==> src/rtl/mips_pkg.sv <==
// mips_pkg: definitions shared by the MIPS datapath blocks.
//   dmem_state_t    - data-memory bridge FSM states
//   WORD_ALIGN_MASK - value ALUOut[1:0] must have for a word access
package mips_pkg;

  typedef enum logic [1:0] {
    IDLE = 2'd0,
    REQ  = 2'd1,
    RESP = 2'd2,
    DONE = 2'd3
  } dmem_state_t;

  localparam logic [1:0] WORD_ALIGN_MASK = 2'b00;

endpackage

==> src/rtl/watchdog_counter.sv <==
// watchdog_counter: bounds the time a bridge transaction may stay in flight.
//   clk, rst : clock, asynchronous active-low reset
//   clear    : force the count to zero (bridge idle)
//   enable   : count this cycle (transaction in flight)
//   expired  : this enabled cycle is the last one allowed; the count reaches
//              TIMEOUT_CYCLES-1 on the coming edge
module watchdog_counter #(
  parameter int TIMEOUT_CYCLES = 256
) (
  input  logic clk,
  input  logic rst,
  input  logic clear,
  input  logic enable,
  output logic expired
);

  localparam int CW = (TIMEOUT_CYCLES > 2) ? $clog2(TIMEOUT_CYCLES) : 1;
  // Cycles in flight are numbered 0..TIMEOUT_CYCLES-2, so the bridge spends
  // at most TIMEOUT_CYCLES-1 cycles in REQ+RESP.
  localparam logic [CW-1:0] LAST = CW'(TIMEOUT_CYCLES - 2);

  logic [CW-1:0] count;

  always_ff @(posedge clk or negedge rst) begin
    if (!rst) begin
      count <= '0;
    end else if (clear) begin
      count <= '0;
    end else if (enable) begin
      count <= count + CW'(1);
    end
  end

  assign expired = enable && (count == LAST);

endmodule

==> src/rtl/dmem_bridge.sv <==
// dmem_bridge: connects the single-cycle MIPS datapath's data-memory port to
// a handshaked memory bus, one bus transaction per load/store.
//   ALUOut/WriteData/MemRead/MemWrite : access from the core
//   ReadData   : load data for the MemtoReg mux (non-zero only in DONE)
//   Stall      : core holds PC and suppresses RegWrite
//   Misaligned : sticky, an access had ALUOut[1:0] != 0
//   BusErr     : sticky, a transaction timed out
//   bus_req_*  : request channel; bus_rsp_* : response channel
//   state_dbg  : current FSM state for observation
//
// Handshake: a request transfers on a cycle where bus_req_valid and
// bus_req_ready are both high; addr/we/wdata are registered and held while
// valid is high. The memory returns exactly one bus_rsp_valid pulse per
// accepted request; pulses arriving outside RESP are ignored.
module dmem_bridge
  import mips_pkg::*;
#(
  parameter int ADDR_WIDTH     = 32,
  parameter int DATA_WIDTH     = 32,
  parameter int TIMEOUT_CYCLES = 256
) (
  input  logic                  clk,
  input  logic                  rst,
  input  logic [ADDR_WIDTH-1:0] ALUOut,
  input  logic [DATA_WIDTH-1:0] WriteData,
  input  logic                  MemRead,
  input  logic                  MemWrite,
  output logic [DATA_WIDTH-1:0] ReadData,
  output logic                  Stall,
  output logic                  Misaligned,
  output logic                  BusErr,
  output logic                  bus_req_valid,
  input  logic                  bus_req_ready,
  output logic                  bus_req_we,
  output logic [ADDR_WIDTH-1:0] bus_req_addr,
  output logic [DATA_WIDTH-1:0] bus_req_wdata,
  input  logic                  bus_rsp_valid,
  input  logic [DATA_WIDTH-1:0] bus_rsp_rdata,
  output logic [1:0]            state_dbg
);

  dmem_state_t           state, state_nxt;
  logic [DATA_WIDTH-1:0] read_buf;
  logic                  access, aligned, start, expired, in_flight, completed, timeout_hit;

  assign access    = MemRead | MemWrite;
  assign aligned   = (ALUOut[1:0] == WORD_ALIGN_MASK);
  assign start     = (state == IDLE) && access && aligned;
  assign in_flight = (state == REQ) || (state == RESP);
  assign completed = (state == RESP) && bus_rsp_valid;
  // A response arriving on the last allowed cycle still completes normally.
  assign timeout_hit = expired && !completed;

  watchdog_counter #(.TIMEOUT_CYCLES(TIMEOUT_CYCLES)) u_watchdog (
    .clk     (clk),
    .rst     (rst),
    .clear   (state == IDLE),
    .enable  (in_flight),
    .expired (expired)
  );

  always_comb begin
    state_nxt = state;
    case (state)
      IDLE: if (start) state_nxt = REQ;
      // On the last allowed cycle the abort wins over a late acceptance.
      REQ:  if (expired) state_nxt = DONE;
            else if (bus_req_ready) state_nxt = RESP;
      RESP: if (bus_rsp_valid || expired) state_nxt = DONE;
      DONE: state_nxt = IDLE;
      default: state_nxt = IDLE;
    endcase
  end

  always_ff @(posedge clk or negedge rst) begin
    if (!rst) begin
      state <= IDLE;
    end else begin
      state <= state_nxt;
    end
  end

  // Request registers only load when a transaction starts, so they stay
  // stable for the whole REQ phase.
  always_ff @(posedge clk or negedge rst) begin
    if (!rst) begin
      bus_req_addr  <= '0;
      bus_req_wdata <= '0;
      bus_req_we    <= 1'b0;
    end else if (start) begin
      bus_req_addr  <= {ALUOut[ADDR_WIDTH-1:2], 2'b00};
      bus_req_wdata <= WriteData;
      bus_req_we    <= MemWrite;
    end
  end

  always_ff @(posedge clk or negedge rst) begin
    if (!rst) begin
      read_buf <= '0;
    end else if (completed && !bus_req_we) begin
      read_buf <= bus_rsp_rdata;
    end else if (timeout_hit) begin
      read_buf <= '0;
    end
  end

  always_ff @(posedge clk or negedge rst) begin
    if (!rst) begin
      Misaligned <= 1'b0;
      BusErr     <= 1'b0;
    end else begin
      if ((state == IDLE) && access && !aligned) Misaligned <= 1'b1;
      if (timeout_hit) BusErr <= 1'b1;
    end
  end

  // Derived from the asynchronously reset state, so valid and the in-flight
  // stall terms drop as soon as rst asserts.
  assign bus_req_valid = (state == REQ);
  assign Stall         = start || in_flight;
  assign ReadData      = (state == DONE) ? read_buf : '0;
  assign state_dbg     = state;

endmodule

==> config.mk <==
export PLATFORM = sky130hd
export DESIGN_NAME = dmem_bridge
export DESIGN_NICKNAME = d
export VERILOG_FILES = /design/src/rtl/mips_pkg.sv /design/src/rtl/watchdog_counter.sv /design/src/rtl/dmem_bridge.sv
export SDC_FILE = /design/constraint.sdc
export NUM_CORES = 1
export LEC_CHECK = 0
export ABC_AREA = 0
export CORE_MARGIN = 8
export CORE_UTILIZATION = 30
export CTS_BUF_LIST = sky130_fd_sc_hd__clkbuf_8
export CTS_CLUSTER_SIZE = 24
export DETAILED_ROUTE_END_ITERATION = 10
export DONT_BUFFER_PORTS = 1
export MAX_ROUTING_LAYER = met4
export PLACE_DENSITY = 0.47
export SYNTH_ARGS = -nofsm -noshare
export SYNTH_HDL_FRONTEND = slang
export SYNTH_SLANG_ARGS = --single-unit
==> constraint.sdc <==
create_clock -name clk -period 2.6 [get_ports clk]
set_input_delay 0.52 -clock clk [delete_from_list [all_inputs] [get_ports clk]]
set_output_delay 0.52 -clock clk [all_outputs]
set_load 0.05 [all_outputs]
==> results.cfg, run 1 <==
[layout]
syn2layout_area_growth_pct = 22.66
utilization_pct = 37.65
nFillCells = 1363
diodes = 0
seq_area_sq_mm = 0.002678
post_route_cells_drive_above_1_share_pct = 17.70
multi_input_area_sq_mm = 0.001623
nNetsFinal = 460
fin_area_sq_mm = 0.005451

[worst_setup_path]
crit_fanout = 44
crit_type = reg -> out
crit_arrival_ns = 1.87
cpMostUsedCell = buf_4
worstPathCellList = buf_4, ha_1, buf_4, and2_1, buf_12
slowest_stage = buf_4
cp.required_ns = 2.08
max_stage_delay_ns = 0.36
critPathLaunchType = flip-flop
end_kind = primary output

[logic_synthesis]
synth_adder_area_share_pct = 1.689
synth_top_family_by_area = multiplexers
yosysUniqueCellTypes = 37
synthCells = 319
synthTopCellsByArea = dfrtp_1, mux2_1, a22o_1
ys_seq_area_share_pct = 60.25
synth_compound_area_share_pct = 9.572
synth_largest_area_cell = dfrtp_1
avgSynthCellArea_sq_um = 13.93
synth-edff-count = 0
yosys-top-cells-count = dfrtp_1, mux2_1, a22o_1, and2_1
yosysMostFrequentCell = dfrtp_1
ys_ff_latch = 107
synthSimpleGateAreaFrac_pct = 8.080
yosys_most_used_dff = dfrtp_1
synth_top_area_share_pct = 60.25
synth.cell_area_sq_mm = 0.004444
synth_warnings = 0
muxShareOfSynthArea_pct = 16.44
async_flop_share_pct = 100.0
synthXorXnorAreaFrac_pct = 0.1971

[route]
wl_per_cell_um = 20.02
final_antenna_net_count = 0
via_count = 2667
drt_iter0_markers = 116
drc = 0
viasPerCell = 4.939
drtPass1Iterations = 4
drt_wl_total_mm = 10.81

[clock_tree]
htree_levels = 3
cts_setup_buffers = 0
cts_buffers = 9
clk_pin_slew_worst_paths_ns = 0.10
root_buffer = clkbuf_8
cts.sinks = 107
cts_buffer_depth = 2
cts_tree = built
clkLatencyLatePin_ns = 0.36

[sta]
worst_pin_slew_ns = 0.6151
min_period_ns = 2.389
fmax_mhz = 418.6
fin_worst_skew_ns = 0.01013
setup-tns-final_ns = 0
finalHoldViolations = 107
maxSlewHeadroom_pct = 58.90
fin_ws_ns = 0.2111
timing.final.crit_share_pct = 91.88
drv_slew = 0
rsz0062_at_grt = false
timing.hold.ws_ns = -0.1593
final-setup-viol-count = 0

[placed_design]
port_buffers = 0
post_dp_cell_area_sq_mm = 0.005275
dp_hpwl_mm = 8.090
gp_congestion = 0.7104
post-place-ws_ns = 0.1824

[die]
initial_core_util_pct = 30.69
core_area_sq_mm = 0.01448
die_area_sq_mm = 0.01897
die_w_um = 137.7
die_y_um = 137.7
row_count = 44
io_pins = 205

[global_route]
grt_pass1_vias = 2807
track_usage_pct = 11.64
grt_antenna_before_repair = 0
grt_max_degree = 108
grt-ovfl-total = 0
grt_pass1_wl_mm = 16.35

[pwr]
pwr_density_cell_mw_per_mm2 = 1516
cellLeakagePower_nw = 2.427
vdd_drop_max_mv = 0.7674

[outcome]
violations = hold timing
status = finished, violations left

[flow_run]
drv_cap = 0

[min_path]
holdCritPathClass = in -> async
==> cell type report <==
cell class,instances,share of cell area (%)
Clock inverter,5,0.5738
Clock buffer,10,2.525
Inverter,3,0.2066
Sequential cell,107,49.12
Timing Repair Buffer,42,13.59
Multi-Input combinational cell,189,29.77
Tap cell,184,4.223
==> through the flow <==
stage | total power [mW] | cells
6_report | 8.265 | 540
2_1_floorplan | 6.299 | 320
3_3_place_gp | 7.404 | 525
3_5_place_dp | 7.463 | 525
4_1_cts | 8.402 | 540
5_1_grt | 8.701 | 540
==> power breakdown <==
group          switching (mW)  leakage (nW)  internal, mW
combinational            1.43          1.03          1.29
clock                   0.543        0.0816         0.364
sequential               2.25          1.32          2.40
total                    4.22          2.43          4.05
==> placed cells by master (no fill, tap or decap), types with 5 or more instances in the layout <==
cell	instances
clkbuf_8	10
ha_1	6
mux2_1	64
o21ai_0	5
nor2_1	5
buf_4	8
dfrtp_1	107
a22o_1	32
buf_12	34
nand2_1	6
o21ai_1	5
and2_1	32
==> worst max-delay path, delay by kind of cell (launching register included) <==
| family | cells | cell delay (ns) |
|---|---|---|
| and+or+nand+nor | 1 | 0.25 |
| adders and majority gates | 1 | 0.17 |
| buffers and inverters | 3 | 0.73 |
| DFF | 1 | 0.35 |
==> state kept, by name, summed over array words and instances, names as in the netlist <==
| name | flops |
|---|---|
| bus_req_we | 1 |
| u_watchdog.count | 8 |
| BusErr | 1 |
| Misaligned | 1 |
| read_buf | 32 |
| bus_req_addr | 30 |
| state_dbg | 2 |
| bus_req_wdata | 32 |
==> routing by layer <==
layer	GRT usage, %	wire length, um	vias up
li1	-	-	1188
met5	-	0	-
met2	16.91	4911	152
met4	5.194	174	0
met3	6.710	1807	13
met1	12.71	3920	1314
==> timing repair <==
item,in CTS,in global routing
hold endpoints to repair,107,107
endpoints found under the setup margin,0,10
gates resized for setup,0,1
==> kinds of logic (layout without fill, tap and decap cells) <==
family / after synthesis / in the layout
flip-flops: 107 / 107
other: 1 / 2
adder cells (fa/ha/maj): 6 / 6
XOR/XNOR: 1 / 1
buffers and inverters: 24 / 60
AND/OR/NAND/NOR: 60 / 60
multiplexers: 65 / 65
AO/OA/AOI/OAI: 55 / 55
==> final timing paths <==
| path | startpoint | end | slack, ns | cells past startpoint |
|---|---|---|---|---|
| max reg2reg | state_dbg[0] | read_buf[1] | 0.52 | 7 |
| max | state_dbg[1] | ReadData[12] | 0.21 | 5 |
| max in group asynchronous | rst | bus_req_wdata[9] | 2.54 | 0 |
| min reg2reg | read_buf[0] | read_buf[0] | 0.50 | 1 |
| min | rst | bus_req_addr[22] | -0.16 | 0 |
| min in group clk | ALUOut[26] | bus_req_addr[26] | 0.28 | 1 |
Power figures use the tool's default switching activity.
==> run 2: changes to the inputs <==
- CORE_MARGIN: 8 -> 1.5
- PLACE_DENSITY: 0.47 -> default
- PLACE_DENSITY_LB_ADDON: default -> 0.05
==> run 2 against run 1 <==
- the flow still finishes with violations (hold timing)
- worst setup slack worse by 0.065 ns
- routed wire length decreased by 6.7%
- combinational power is 2% lower
- final cell count unchanged
- critical endpoint is now ReadData[26]
- non-clock buffer count fell by 1
- first-iteration DRC count shrank 1.7%
- clock power up 17%
- largest power group unchanged
- power is 1.1% higher
- largest cell class unchanged
- register-to-register slack worse by 0.02 ns
- clock skew up 0.00094 ns
- final area rose by 0.50%
==> results.cfg, run 2 (synthesis gave the netlist of run 1 again) <==
[route]
via_count = 2623
wl_per_cell_um = 18.67
m1WireLength_mm = 4.199
final_antenna_net_count = 0
drtPass1Iterations = 7
met2WireLength_mm = 4.683
top_layer = met4
drc = 0
viasPerCell = 4.857
drt_iter0_markers = 114
drt_wl_total_mm = 10.08
routed-wl-met3_mm = 1.101

[worst_setup_path]
worstPathCellList = buf_4, ha_1, buf_4, and2_1, buf_12
cp.required_ns = 2.08
startpoint = state_dbg[0]
end_kind = primary output
crit_cells = 5
crit_arrival_ns = 1.93
crit_end = ReadData[26]
rrSetupSlack_ns = 0.50
worstReg2RegEnd = read_buf[12]
max_stage_delay_ns = 0.37
path_buf_inv = 3
path_delay_family = buffers and inverters
cpMostUsedCell = buf_4
r2r_cells = 6
slowest_stage = dfrtp_1
worstReg2RegStart = state_dbg[0]
crit_type = reg -> out
critPathLaunchType = flip-flop
crit_fanout = 44

[sta]
drv_slew = 0
worst_pin_slew_ns = 0.9195
setup-tns-final_ns = 0
timing.final.crit_share_pct = 94.38
maxSlewHeadroom_pct = 38.56
min_period_ns = 2.454
rsz0062_at_grt = false
fmax_mhz = 407.5
timing.hold.ws_ns = -0.1824
finalHoldViolations = 107
final-setup-viol-count = 0
fin_worst_skew_ns = 0.01107

[global_route]
grt_pass1_vias = 2764
grt_antenna_before_repair = 0
grt_max_degree = 108
grt_pass1_wl_mm = 15.90
track_usage_pct = 13.81
grt-ovfl-total = 0

[outcome]
violations = hold timing
status = finished, violations left

[pwr]
clockPowerShare_pct = 12.6
pwr_density_cell_mw_per_mm2 = 1525
power.share.combinational_pct = 31.8
p_sw_share_pct = 50.66
vdd_drop_max_mv = 0.9373
power_mw = 8.354
p_int_mw = 4.122
cellLeakagePower_nw = 2.440
p_seq_share_pct = 55.5
netSwitchingPower_mw = 4.232

[layout]
post_route_cells_drive_above_1_share_pct = 17.98
mostFrequentLayoutCells = dfrtp_1, mux2_1, buf_12
nNetsFinal = 459
largestRegisters = bus_req_wdata x32, read_buf x32, bus_req_addr x30
diodes = 0
final_common_cell = dfrtp_1
syn2layout_area_growth_pct = 23.28

[clock_tree]
clk_pin_slew_worst_paths_ns = 0.10
post_cts_resized = 0
cts_buffers = 9
cts.sinks = 107
htree_levels = 3
clkLatencyLatePin_ns = 0.38
root_buffer = clkbuf_8
cts_buffer_depth = 2
cts_tree = built
cts_setup_buffers = 0

[die]
core_area_sq_mm = 0.01448
die_area_sq_mm = 0.01555
die_y_um = 124.7
io_pins = 205
die_w_um = 124.7
row_count = 44
initial_core_util_pct = 30.69

[flow_run]
drv_cap = 0

[placed_design]
dp_hpwl_mm = 6.971
gp_congestion = 0.7335
port_buffers = 0

[min_path]
holdCritPathClass = in -> async
run 2: cell types whose count changed in the layout (fill, tap and decap cells not counted), sizes merged:
cell	delta
inv	+1
buf	-1
bufinv	+1
clkinvlp	-1
clkinv	+1
clkbuf	-1
run 2: area by class of cell:
| class | count | area, sq um |
|---|---|---|
| clock buffer | 9 | 123.9 |
| clock inverter | 7 | 75.07 |
| fill | 1401 | 9000 |
| inverter | 3 | 11.26 |
| multi-input combinational | 189 | 1628 |
| sequential | 107 | 2678 |
| tap | 184 | 230.2 |
| timing repair buffer | 41 | 733.2 |
run 2: power by group through the flow:
stage	clock network, mW	registers (mW)	logic, mW
after floorplan	0	4.59	1.71
after global placement	0	4.70	2.66
after detailed placement	0	4.68	2.71
after CTS	1.12	4.65	2.71
after global routing	1.19	4.74	2.87
final	1.06	4.64	2.66
run 2: worst min-delay path by stage:
| stage | depth (start not counted) | start | slack (ns) | to |
|---|---|---|---|---|
| after floorplan | 0 | rst | 0.22 | BusErr |
| after global placement | 0 | rst | 0.23 | bus_req_addr[10] |
| after detailed placement | 0 | rst | 0.23 | bus_req_addr[10] |
| after CTS | 0 | rst | -0.22 | read_buf[23] |
| after global routing | 0 | rst | -0.24 | bus_req_wdata[9] |
| final | 0 | rst | -0.18 | bus_req_addr[10] |
run 2: through the flow:
step / util, % / instances / instance area (sq um) / worst slack, ns
2_1_floorplan: - / 320 / 4448 / 0.1701
3_3_place_gp: 36.47 / 524 / 5280 / 0.5348
3_5_place_dp: 36.47 / 524 / 5280 / 0.5174
4_1_cts: 37.84 / 540 / 5479 / 0.06261
5_1_grt: 37.84 / 540 / 5479 / 0.008768
6_report: 37.84 / 540 / 5479 / 0.1462
run 2: routing by layer:
metal	vias up	track usage [%]
met5	-	-
met4	0	3.651
met1	1288	16.89
met2	145	20.17
met3	8	7.002
li1	1182	-
==> run 3: changes to the inputs <==
- CELL_PAD_IN_SITES_DETAIL_PLACEMENT: default -> 1
- CELL_PAD_IN_SITES_GLOBAL_PLACEMENT: default -> 1
==> run 3 against run 2 <==
- the run still ends with hold timing left
- die area did not move
- sequential share of layout area fell by 0.31 points
- highest routed layer unchanged
- largest cell class unchanged
- register-to-register slack improved by 0.04 ns
- via count rose by 2.0%
- largest power group unchanged
- clock power rose by 8%
- first-iteration DRC count fell by 11%
- power rose by 2.2%
- worst setup slack improved by 0.13 ns
- final area rose by 0.64%
==> results.cfg, run 3 (synthesis gave the netlist of run 1 again) <==
[worst_setup_path]
max_stage_delay_ns = 0.39
r2r_cells = 6
worstPathCellList = inv_1, ha_1, o21ai_1, nor3_4, or2_1, buf_12
critPathLaunchType = flip-flop
slowest_stage = dfrtp_1
cp.required_ns = 2.08
crit_type = reg -> out
crit_fanout = 4
crit_arrival_ns = 1.81
end_kind = primary output

[die]
initial_core_util_pct = 30.69
row_count = 44
die_area_sq_mm = 0.01555
die_y_um = 124.7
io_pins = 205
die_w_um = 124.7
core_area_sq_mm = 0.01448

[layout]
nFillCells = 1494
post_route_cells_drive_above_1_share_pct = 18.21
largestRegisters = bus_req_wdata x32, read_buf x32, bus_req_addr x30
multi_input_area_sq_mm = 0.001623
utilization_pct = 38.08
mostFrequentLayoutCells = dfrtp_1, mux2_1, buf_12
layoutNonFillerInstCount = 542
syn2layout_area_growth_pct = 24.07
seq_area_sq_mm = 0.002678
nNetsFinal = 461
final_common_cell = dfrtp_1

[outcome]
violations = hold timing
status = finished, violations left

[pwr]
p_int_mw = 4.247
power_mw = 8.536
pwr_density_cell_mw_per_mm2 = 1548
p_seq_share_pct = 54.4
power.share.combinational_pct = 32.2
clockPowerShare_pct = 13.4
cellLeakagePower_nw = 2.464
p_sw_share_pct = 50.24
netSwitchingPower_mw = 4.289
vdd_drop_max_mv = 0.6958

[placed_design]
dp_hpwl_mm = 7.780
port_buffers = 0
dp_cells = 526
post-place-ws_ns = 0.5161
gp_congestion = 0.7161

[clock_tree]
cts_buffer_depth = 2
clkLatencyLatePin_ns = 0.38
cts_setup_buffers = 0
post_cts_resized = 0
clk_pin_slew_worst_paths_ns = 0.11
cts_tree = built
root_buffer = clkbuf_8
cts.sinks = 107
cts_buffers = 9
htree_levels = 3

[sta]
fin_worst_skew_ns = 0.01130
min_period_ns = 2.329
setup-tns-final_ns = 0
fin_ws_ns = 0.2715
worst_pin_slew_ns = 0.9249
finalHoldViolations = 107
drv_slew = 0
timing.final.crit_share_pct = 89.56
final-setup-viol-count = 0
timing.hold.ws_ns = -0.1769
fmax_mhz = 429.5
maxSlewHeadroom_pct = 38.20
rsz0062_at_grt = false

[global_route]
track_usage_pct = 14.80
grt-ovfl-total = 0
grt_pass1_vias = 2937
grt_antenna_before_repair = 0
grt_max_degree = 108
grt_pass1_wl_mm = 17.18

[route]
final_antenna_net_count = 0
via_count = 2676
drc = 0
drt_iter0_markers = 102
viasPerCell = 4.937
wl_per_cell_um = 20.07
drtPass1Iterations = 4
drt_wl_total_mm = 10.88

[min_path]
holdCritPathClass = in -> async

[flow_run]
drv_cap = 0
-- run 3: cell types whose count changed in the layout (fill, tap and decap cells not counted), sizes merged --
cell | previous run | this run
diode | 0 | 1
clkinv | 2 | 1
bufinv | 1 | 2
buf | 41 | 43
inv | 5 | 6
clkinvlp | 2 | 0
-- run 3: power groups by stage --
stage               Sequential, mW  Combinational, mW  Clock (mW)
global route                  4.75               2.96        1.28
finish                        4.64               2.75        1.15
detailed placement            4.69               2.80           0
global placement              4.68               2.73           0
CTS                           4.66               2.81        1.22
floorplan                     4.59               1.71           0
-- run 3: final timing paths --
kind | from | to | slack, ns
max | state_dbg[0] | Stall | 0.27
min | rst | bus_req_wdata[11] | -0.18
max reg2reg | state_dbg[0] | read_buf[30] | 0.54
min reg2reg | read_buf[17] | read_buf[17] | 0.50
max in group asynchronous | rst | bus_req_we | 2.60
min in group clk | ALUOut[10] | bus_req_addr[10] | 0.27
-- run 3: final cells by class --
cell class                      count  share of cell area, %
Clock inverter                      6                  1.770
Multi-Input combinational cell    189                  29.43
Antenna cell                        1                0.04538
Timing Repair Buffer               43                  13.57
Inverter                            3                 0.2042
Sequential cell                   107                  48.56
Clock buffer                        9                  2.246
Tap cell                          184                  4.175
-- run 3: per-stage QoR --
stage	hold WS (ns)	instance area, sq um
CTS	-0.2190	5512
finish	-0.1769	5514
global route	-0.2308	5512
detailed placement	0.2277	5290
floorplan	0.2244	4448
global placement	0.2273	5290
-- run 3: worst max-delay path: cells and delay by family, from the launching register on --
kind	cells	cell delay (ns)
and+or+nand+nor	2	0.45
AOI/OAI and AO/OA	1	0.13
adders and majority gates	1	0.21
buffers and inverters	2	0.26
DFF	1	0.39
-- run 3: layer usage --
metal | wire, um | vias to the layer above | track usage [%]
met5 | 0 | - | -
met4 | 102 | 0 | 3.313
met3 | 1150 | 6 | 7.131
met2 | 5260 | 135 | 23.01
met1 | 4367 | 1348 | 17.39
li1 | - | 1187 | -
